`config.mk`:
```
export PLATFORM = sky130hd
export DESIGN_NAME = man_norm_round
export DESIGN_NICKNAME = d
export VERILOG_FILES = /design/src/rtl/man_norm_round.sv
export SDC_FILE = /design/constraint.sdc
export NUM_CORES = 1
export LEC_CHECK = 0
export CELL_PAD_IN_SITES_DETAIL_PLACEMENT = 1
export CELL_PAD_IN_SITES_GLOBAL_PLACEMENT = 1
export CORE_ASPECT_RATIO = 1.4
export CORE_MARGIN = 2
export CORE_UTILIZATION = 41
export CTS_CLUSTER_DIAMETER = 40
export CTS_CLUSTER_SIZE = 24
export DETAILED_ROUTE_END_ITERATION = 12
export GPL_TIMING_DRIVEN = 0
export PLACE_DENSITY = 0.76
export RECOVER_POWER = 25
export SLEW_MARGIN = 20
export SYNTH_ARGS = -nofsm -noshare
export SYNTH_HDL_FRONTEND = slang
export SYNTH_SLANG_ARGS = --single-unit
```
`constraint.sdc`:
```
create_clock -name i_clk -period 4 [get_ports i_clk]
set_input_delay 0.4 -clock i_clk [delete_from_list [all_inputs] [get_ports i_clk]]
set_output_delay 0.4 -clock i_clk [all_outputs]
set_load 0.02 [all_outputs]
```
`src/rtl/man_norm_round.sv`:
```
// man_norm_round: normalizes the raw mantissa from an FP add/sub datapath and
// rounds it to nearest-even, packing an IEEE-754 single-precision result.
//
// Ports
//   i_clk, i_rst_n              clock, asynchronous active-low reset
//   i_valid / o_ready           operand handshake (o_ready high only in IDLE)
//   i_man_alu[SIZE_MAN-1:0]     {hidden, fraction[22:0], guard, round, sticky[1:0]}
//   i_overflow                  adder carry-out (ignored when i_eff_sub=1)
//   i_eff_sub                   effective subtraction
//   i_exp[SIZE_EXP-1:0]         biased exponent of the larger operand
//   i_sign                      result sign
//   o_valid / i_ready           result handshake; outputs held until i_ready
//   o_sign, o_exp, o_man[22:0]  packed result fields (all registered)
//
// Build option: define MAN_NORM_FAST_LZC_EN to normalize in a single SHIFT
// cycle with a leading-zero count and barrel shifter (latency 3). Without it,
// SHIFT shifts one bit per cycle (latency 2 + max(1,k), k = left shifts).
// Results are identical in both builds.
module man_norm_round #(
    parameter int SIZE_MAN = 28,
    parameter int SIZE_EXP = 8
) (
    input  logic                i_clk,
    input  logic                i_rst_n,
    input  logic                i_valid,
    output logic                o_ready,
    input  logic [SIZE_MAN-1:0] i_man_alu,
    input  logic                i_overflow,
    input  logic                i_eff_sub,
    input  logic [SIZE_EXP-1:0] i_exp,
    input  logic                i_sign,
    output logic                o_valid,
    input  logic                i_ready,
    output logic                o_sign,
    output logic [SIZE_EXP-1:0] o_exp,
    output logic [22:0]         o_man
);

    typedef enum logic [1:0] {IDLE, SHIFT, ROUND, DONE} state_t;

    // One extra exponent bit so increments past all-ones are still visible.
    localparam int EW = SIZE_EXP + 1;
    localparam int HID = SIZE_MAN - 1;
    localparam logic [EW-1:0] EXP_ONE = EW'(1);
    localparam logic [EW-1:0] EXP_TWO = EW'(2);
    localparam logic [EW-1:0] EXP_INF = {1'b0, {SIZE_EXP{1'b1}}};

    state_t                state, state_d;
    logic [SIZE_MAN-1:0]   man_q, man_d;
    logic [EW-1:0]         exp_q, exp_d;
    logic                  sign_q, eff_sub_q, ovf_q;

    logic                  res_sign;
    logic [SIZE_EXP-1:0]   res_exp;
    logic [22:0]           res_man;

    // Rounding datapath, evaluated from the normalized mantissa in ROUND.
    logic [23:0]           sig;
    logic                  guard, rnd, sticky, round_up, denorm;
    logic [24:0]           sig_r;
    logic [EW-1:0]         exp_r;
    logic [22:0]           frac_r;

`ifdef MAN_NORM_FAST_LZC_EN
    logic [EW-1:0]         lzc, exp_lim, shamt;

    function automatic logic [EW-1:0] lzc_f(input logic [SIZE_MAN-1:0] v);
        lzc_f = EW'(SIZE_MAN);
        // Scanning upward lets the highest set bit win.
        for (int i = 0; i < SIZE_MAN; i++)
            if (v[i]) lzc_f = EW'(SIZE_MAN - 1 - i);
    endfunction

    // Never shift the exponent below 1; the remainder stays denormal.
    always_comb begin
        lzc     = lzc_f(man_q);
        exp_lim = (exp_q > EXP_ONE) ? exp_q - EXP_ONE : '0;
        shamt   = (lzc < exp_lim) ? lzc : exp_lim;
    end
`endif

    always_comb begin
        sig      = man_q[HID -: 24];
        guard    = man_q[SIZE_MAN-25];
        rnd      = man_q[SIZE_MAN-26];
        sticky   = |man_q[SIZE_MAN-27:0];
        round_up = guard & (rnd | sticky | sig[0]);
        sig_r    = {1'b0, sig} + {24'd0, round_up};
        denorm   = ~man_q[HID];
        frac_r   = sig_r[24] ? 23'd0 : sig_r[22:0];
        if (denorm)
            // A denormal that rounds up into the hidden bit becomes the
            // smallest normal.
            exp_r = sig_r[23] ? EXP_ONE : '0;
        else
            exp_r = exp_q + {{(EW-1){1'b0}}, sig_r[24]};
    end

    always_comb begin
        state_d  = state;
        man_d    = man_q;
        exp_d    = exp_q;
        res_sign = o_sign;
        res_exp  = o_exp;
        res_man  = o_man;
        case (state)
            IDLE: begin
                if (i_valid) begin
                    man_d   = i_man_alu;
                    exp_d   = {1'b0, i_exp};
                    state_d = SHIFT;
                end
            end
            SHIFT: begin
                if (!eff_sub_q && ovf_q) begin
                    // Carry becomes the hidden bit; the dropped LSB folds
                    // into sticky.
                    man_d   = {1'b1, man_q[HID:2], |man_q[1:0]};
                    exp_d   = exp_q + EXP_ONE;
                    state_d = ROUND;
                end else if (man_q == '0) begin
                    res_sign = 1'b0;
                    res_exp  = '0;
                    res_man  = '0;
                    state_d  = DONE;
                end else begin
`ifdef MAN_NORM_FAST_LZC_EN
                    man_d   = man_q << shamt;
                    exp_d   = exp_q - shamt;
                    state_d = ROUND;
`else
                    if (man_q[HID] || exp_q <= EXP_ONE) begin
                        state_d = ROUND;
                    end else begin
                        man_d = man_q << 1;
                        exp_d = exp_q - EXP_ONE;
                        // Leave on the shift that finishes the job so k
                        // shifts take exactly k cycles.
                        if (man_q[HID-1] || exp_q == EXP_TWO)
                            state_d = ROUND;
                    end
`endif
                end
            end
            ROUND: begin
                res_sign = sign_q;
                if (exp_r >= EXP_INF) begin
                    res_exp = '1;
                    res_man = '0;
                end else begin
                    res_exp = exp_r[SIZE_EXP-1:0];
                    res_man = frac_r;
                end
                state_d = DONE;
            end
            DONE: begin
                if (i_ready) state_d = IDLE;
            end
            default: state_d = IDLE;
        endcase
    end

    always_ff @(posedge i_clk or negedge i_rst_n) begin
        if (!i_rst_n) begin
            state     <= IDLE;
            man_q     <= '0;
            exp_q     <= '0;
            sign_q    <= 1'b0;
            eff_sub_q <= 1'b0;
            ovf_q     <= 1'b0;
            o_valid   <= 1'b0;
            o_ready   <= 1'b1;
            o_sign    <= 1'b0;
            o_exp     <= '0;
            o_man     <= '0;
        end else begin
            state <= state_d;
            man_q <= man_d;
            exp_q <= exp_d;
            if (state == IDLE && i_valid) begin
                sign_q    <= i_sign;
                eff_sub_q <= i_eff_sub;
                ovf_q     <= i_overflow;
            end
            // Handshake flags follow the next state so they are registered.
            o_valid <= (state_d == DONE);
            o_ready <= (state_d == IDLE);
            o_sign  <= res_sign;
            o_exp   <= res_exp;
            o_man   <= res_man;
        end
    end

endmodule

```
==> flow_summary.yaml, run 1 <==
route:
  vias: 4492
  drtIter0Drc: 130
  via_per_inst: 5.84
  drcViolationCount: 0
  wl_per_cell_um: 19.8
  first_pass_iters: 4
  antenna_left: 0
  routed_wl_um: 15200
floorplanning:
  fp.dieArea_um2: 12700
  fp.coreArea_um2: 11700
  start_util_pct: 41.4
  row_count: 47
  pin_count: 77
  die_w_um: 95.9
  die-height_um: 133
clock_tree:
  cts_tree: "built"
  cts_inserted_buffers: 9
  cts_sinks: 76
  ctsHoldBuffers: 0
  clk_pin_slew_ns: 0.06
  worstSkewPairLatency_ns: 0.34
  cts_root_buffer: "clkbuf_16"
  clockBufferDepth: 2
  cts.htree.levels: 3
yosys:
  synth.area.mux_share_pct: 9.58
  yosysTopAreaCell: "dfrtp_1"
  synth_xor_area_share_pct: 5.06
  synth_fa_ha_area_share_pct: 1.81
  async_flop_share_pct: 100
  yosysMostFrequentCell: "dfrtp_1"
  synthTopCellsByCount: "75 x dfrtp_1, 74 x nand2_1, 51 x nor2_1"
  ys_ff_latch: 76
  synth-compound-area-share_pct: 18.9
  synth.avg_cell_area_um2: 9.18
  synth_edf_count: 0
  yosys.area_share.simple_pct: 19.3
  synthesis.area_um2: 4840
  ys_warn_count: 0
  syn-num-nets: 578
  seq_area_frac_synth_pct: 39.3
  synth_ff_type: "dfrtp_1"
  synth_top_area_share_pct: 38.7
  synth_cell_types: 62
  synth_top_family_by_area: "simple AND/OR/NAND/NOR gates"
  syn_inst: 528
  yosys-top-cells-area: "dfrtp_1 39%, mux2_4 7.1%, nand2_1 5.7%"
job:
  drv_cap: 1
placement:
  place_ws_ns: -0.195
  gp_congestion: 0.849
  place_area_um2: 5820
  dp_cells: 752
  post-dp-hpwl_um: 11300
  portBuffers: 76
critical_path:
  cp.arrival_ns: 3.93
  path_class: "reg -> reg"
  crit_path_end_kind: "flip-flop"
  crit_fanout: 10
  required_ns: 4.26
  startpoint_type: "flip-flop"
sta:
  finalSetupTns_ns: 0
  final.period_utilization_pct: 91.8
  tightestPinTransition_ns: 1.57
  hold_ws_ns: 0.438
  clock.fmax_ghz: 0.272
  worst_clock_skew_ns: 0.00796
  final.setup.worst_slack_ns: 0.328
  slew_headroom_pct: -4.41
  setup_violations: 0
  hold_viol: 0
  final-max-slew-violation-count: 31
  layout_min_cycle_time_ns: 3.67
power_and_ir_drop:
  power_switching_mw: 2.54
  power_leakage_nw: 2.48
  swShare_pct: 44.3
  share_seq_of_total_power_pct: 26.1
  power.internal_mw: 3.19
  peakVddDrop_uv: 351
  pwr-share-clk_pct: 15.6
  comb_power_share_pct: 58.3
  power_density_nw_per_um2: 930
  total_power_mw: 5.73
cells_and_area:
  utilization_pct: 52.6
  fin_area_um2: 6150
  syn_to_final_growth_pct: 27.0
  n_fill_cell: 1344
  fin_cells: 769
  layout.nets: 667
  n_antenna_cell: 0
  layout-drive-gt1-share_pct: 14.6
global_route:
  grt_pass1_wl_um: 24500
  grt_pass1_vias: 4856
  track_usage_pct: 24.8
  antenna_found_initial: 0
  overflow: 0
  grt_start_max_net_pins: 48
outcome:
  outcome: "finished with violations"
  violations: "max-capacitance violations, max-slew violations"
hold_path:
  hold_class: "in -> async"
worst max-delay path: stages (launching register included):
cell and delay (ns):
dfrtp_2 0.46, and2_1 0.17, ha_1 0.21, nand3_1 0.18, nor4_4 0.36, and3_1 0.21, ha_1 0.21, ha_1 0.27
nand4_1 0.24, o21a_1 0.28, a2111oi_0 0.37, a21oi_1 0.23, buf_4 0.23, o2bb2ai_1 0.17
cells by family (layout without fill, tap and decap cells):
family / Yosys count / after routing
AO/OA/AOI/OAI: 121 / 121
adder cells (fa/ha/maj): 7 / 7
XOR/XNOR: 28 / 28
buffers and inverters: 61 / 155
AND/OR/NAND/NOR: 201 / 201
multiplexers: 34 / 34
flip-flops: 76 / 76
power groups by stage:
stage          Sequential (mW)  Combinational [mW]  Clock (mW)
2_1_floorplan             1.60                2.12           0
3_3_place_gp              1.49                3.21           0
3_5_place_dp              1.50                3.31           0
4_1_cts                   1.49                3.34       0.905
5_1_grt                   1.54                3.63       0.942
6_report                  1.49                3.34       0.893
path summary, 6_finish.rpt:
check	from	to	slack, ns	depth (start not counted)
hold reg to reg	o_exp[7]	o_exp[7]	0.49	1
setup / recovery	man_q[3]	o_man[13]	0.33	13
min in group i_clk	o_exp[7]	o_exp[7]	0.49	1
setup reg to reg	man_q[3]	o_man[13]	0.33	13
max in group asynchronous	i_rst_n	man_q[4]	1.49	2
hold / removal	i_rst_n	o_man[22]	0.44	1
per-layer routing:
layer	wire [µm]	share of wire (%)	GRT usage [%]
met1	5890	39	28.4
met2	8300	54	44.4
met3	569	3.7	4.27
met4	469	3.1	10.4
met5	0	0	0
registers in the layout, summed over array words and instances, names as in the netlist:
signal and flops:
o_exp 8, ovf_q 1, o_sign 1, o_man 23
sign_q 1, state 2, eff_sub_q 1, exp_q 9
man_q 28, o_ready 1, o_valid 1
cell usage in the layout, fill, tap and decap left out, types with 4 or more instances in the layout:
cell,Yosys,layout
a21oi_1,13,13
buf_2,15,15
a2bb2oi_1,4,4
nand3_1,16,16
mux2i_1,4,4
a31oi_1,25,25
xor2_1,6,6
nand4_1,7,7
xnor2_1,22,22
buf_6,4,4
buf_4,3,4
o22ai_1,4,4
dfrtp_1,75,73
a211oi_1,6,6
buf_1,4,4
clkbuf_16,0,9
ha_1,7,7
nor2_1,51,51
clkdlybuf4s50_1,0,75
nor4_1,10,8
and3_1,4,4
inv_1,10,10
mux2_2,7,7
o21ai_0,9,9
clkbuf_2,3,4
o211ai_1,4,4
a21o_1,5,5
clkbuf_1,22,23
o2bb2ai_1,24,24
nor3_1,16,16
nand2_1,74,74
mux2_4,23,23
cell type report:
type | count | area, µm² | area share, %
inverters | 10 | 37.5 | 0.610
clock buffers | 9 | 225 | 3.66
well taps | 147 | 184 | 2.99
clock inverters | 7 | 98.8 | 1.61
repair buffers | 78 | 767 | 12.5
multi-input cells | 391 | 2680 | 43.6
plain buffers | 51 | 255 | 4.15
flip-flops and latches | 76 | 1910 | 31.0
what timing repair did:
action,in CTS,in global routing
pin swaps,0,2
buffers inserted,0,1
resized for setup,2,4
endpoints found under the setup margin,21,14
No activity file was read; power rests on OpenSTA's default activity.
==> inputs of run 2 (changes only) <==
CTS_CLUSTER_DIAMETER = not set   (was 40)
==> results of run 2 <==
No change in the layout: final DEF, timing and power equal those of run 1.
==> inputs of run 3 (changes only) <==
CTS_CLUSTER_DIAMETER = 80   (was not set)
GPL_TIMING_DRIVEN = 1   (was 0)
==> run 3 against run 2 <==
Compared with the run above: cell count fell by 4.9%; critical path type unchanged; the run still ends with max-capacitance violations, max-slew violations left; highest routed layer unchanged; hold slack better by 0.040 ns; critical endpoint is now o_man[17]; wire length is 2.9% higher.
==> flow_summary.yaml, run 3 (synthesis gave the netlist of run 1 again) <==
global_route:
  gr-usage-met3_pct: 3.53
  overflow: 0
  top_usage_layer: "met2"
  grt_start_max_net_pins: 51
  met1_usage_pct: 29.5
  grtUsageMet2_pct: 46.6
  grt_pass1_vias: 4748
  grt_pass1_wl_um: 25200
  track_usage_pct: 26.0
  antenna_found_initial: 0
placement:
  gp_congestion: 0.897
  post-dp-hpwl_um: 11400
  portBuffers: 76
  dp_cells: 717
clock_tree:
  clockBufferDepth: 2
  cts_sinks: 76
  cts_resized: 0
  cts.htree.levels: 3
  clk_pin_slew_ns: 0.06
  cts_root_buffer: "clkbuf_16"
  cts_tree: "built"
  post_cts_buffers: 0
  ctsHoldBuffers: 0
  cts_inserted_buffers: 9
  worstSkewPairLatency_ns: 0.34
route:
  routed_wl_um: 15700
  first_pass_iters: 4
  antenna_left: 0
  drcViolationCount: 0
  drtIter0Drc: 177
  via_per_inst: 5.99
  vias: 4382
  wl_per_cell_um: 21.5
critical_path:
  crit_top_cell: "ha_1"
  path_class: "reg -> reg"
  crit_path_end_kind: "flip-flop"
  critPathLaunch: "man_q[3]"
  critical_path.cell_chain: "and2_1, ha_1, nand3_1, nor4_1, buf_4, and3_1, ha_1, ha_1, nand4_1, nor4b_1, a2111oi_0, a21oi_1, buf_4, o2bb2ai_1"
  worst-r2r-cell-count: 14
  required_ns: 4.22
  crit_fanout: 14
  crit_path_max_incr_delay_ns: 0.56
  startpoint_type: "flip-flop"
  crit_slowest_cell: "nor4b_1"
  cp.arrival_ns: 3.80
  r2r_start: "man_q[3]"
power_and_ir_drop:
  comb_power_share_pct: 55.0
  power_leakage_nw: 2.38
  power_density_nw_per_um2: 928
  power.internal_mw: 2.99
  pwr-share-clk_pct: 13.7
  peakVddDrop_uv: 443
  share_seq_of_total_power_pct: 31.3
  swShare_pct: 45.6
  power_switching_mw: 2.51
sta:
  hold_viol: 0
  worst_clock_skew_ns: 0.00708
  final.period_utilization_pct: 89.6
  setup_violations: 0
  rsz0062_at_grt: "false"
  clock.fmax_ghz: 0.279
  layout_min_cycle_time_ns: 3.58
  tightestPinTransition_ns: 1.66
  finalSetupTns_ns: 0
  slew_headroom_pct: -10.5
  final-max-slew-violation-count: 27
hold_path:
  hold_class: "in -> async"
job:
  drv_cap: 1
cells_and_area:
  final_cell_mix: "75 x dfrtp_1, 75 x clkdlybuf4s50_1, 74 x nand2_1, 51 x nor2_1, 25 x a31oi_1"
  top_register: "man_q"
  top_regs: "man_q (28), o_man (23), exp_q (9)"
  n_antenna_cell: 0
  syn_to_final_growth_pct: 22.4
  largest_reg_flops: 28
  n_fill_cell: 1374
  layout-drive-gt1-share_pct: 12.8
  fin_cells: 731
  utilization_pct: 50.7
  layout.nets: 631
floorplanning:
  pin_count: 77
  die_w_um: 95.9
  fp.dieArea_um2: 12700
  fp.coreArea_um2: 11700
  start_util_pct: 41.4
  row_count: 47
  die-height_um: 133
outcome:
  outcome: "finished with violations"
  violations: "max-capacitance violations, max-slew violations"
[run 3: per-layer routing]
| metal | vias to the layer above | wire (µm) |
|---|---|---|
| met5 | - | 0 |
| met4 | 0 | 674 |
| met3 | 42 | 476 |
| met2 | 117 | 8530 |
| met1 | 2221 | 6000 |
| li1 | 2002 | - |
[run 3: area by class of cell]
class                           count  area (µm²)  share of cell area (%)
Multi-Input combinational cell    391        2660                    44.9
Sequential cell                    76        1900                    32.1
Timing Repair Buffer               93         878                    14.8
Clock buffer                       10         239                    4.03
Tap cell                          147         184                    3.10
Inverter                           10        37.5                   0.633
Clock inverter                      4        27.5                   0.464
[run 3: path summary, 6_finish.rpt]
kind                             endpoint  slack (ns)
worst min-delay path            o_man[21]        0.48
worst min register to register   o_exp[7]        0.48
worst max register to register  o_man[17]        0.42
min in group i_clk               o_exp[7]        0.48
max in group asynchronous        o_exp[1]        1.73
worst max-delay path            o_man[17]        0.42
[run 3: per-stage QoR]
step	instance area, µm²	hold slack, ns	power [mW]	worst slack [ns]
finish	5930	0.478	5.50	0.417
global route	5930	0.509	5.87	0.0791
CTS	5940	0.103	5.54	0.436
detailed placement	5670	0.456	4.75	0.494
global placement	5670	0.448	4.61	0.680
floorplan	4840	0.104	3.72	0.713
[run 3: power groups by stage]
stage / Sequential (mW) / Clock, mW / Combinational, mW
after floorplan: 1.60 / 0 / 2.12
after global placement: 1.71 / 0 / 2.91
after detailed placement: 1.73 / 0 / 3.02
after CTS: 1.72 / 0.767 / 3.05
after global routing: 1.79 / 0.797 / 3.28
final: 1.73 / 0.752 / 3.03
[run 3: worst max-delay path: cells and delay by family, from the launching register on]
family	cells	cell delay [ns]
AOI/OAI and AO/OA	3	0.44
buffers and inverters	2	0.40
and+or+nand+nor	6	1.51
DFF	1	0.46
adders and majority gates	3	0.65
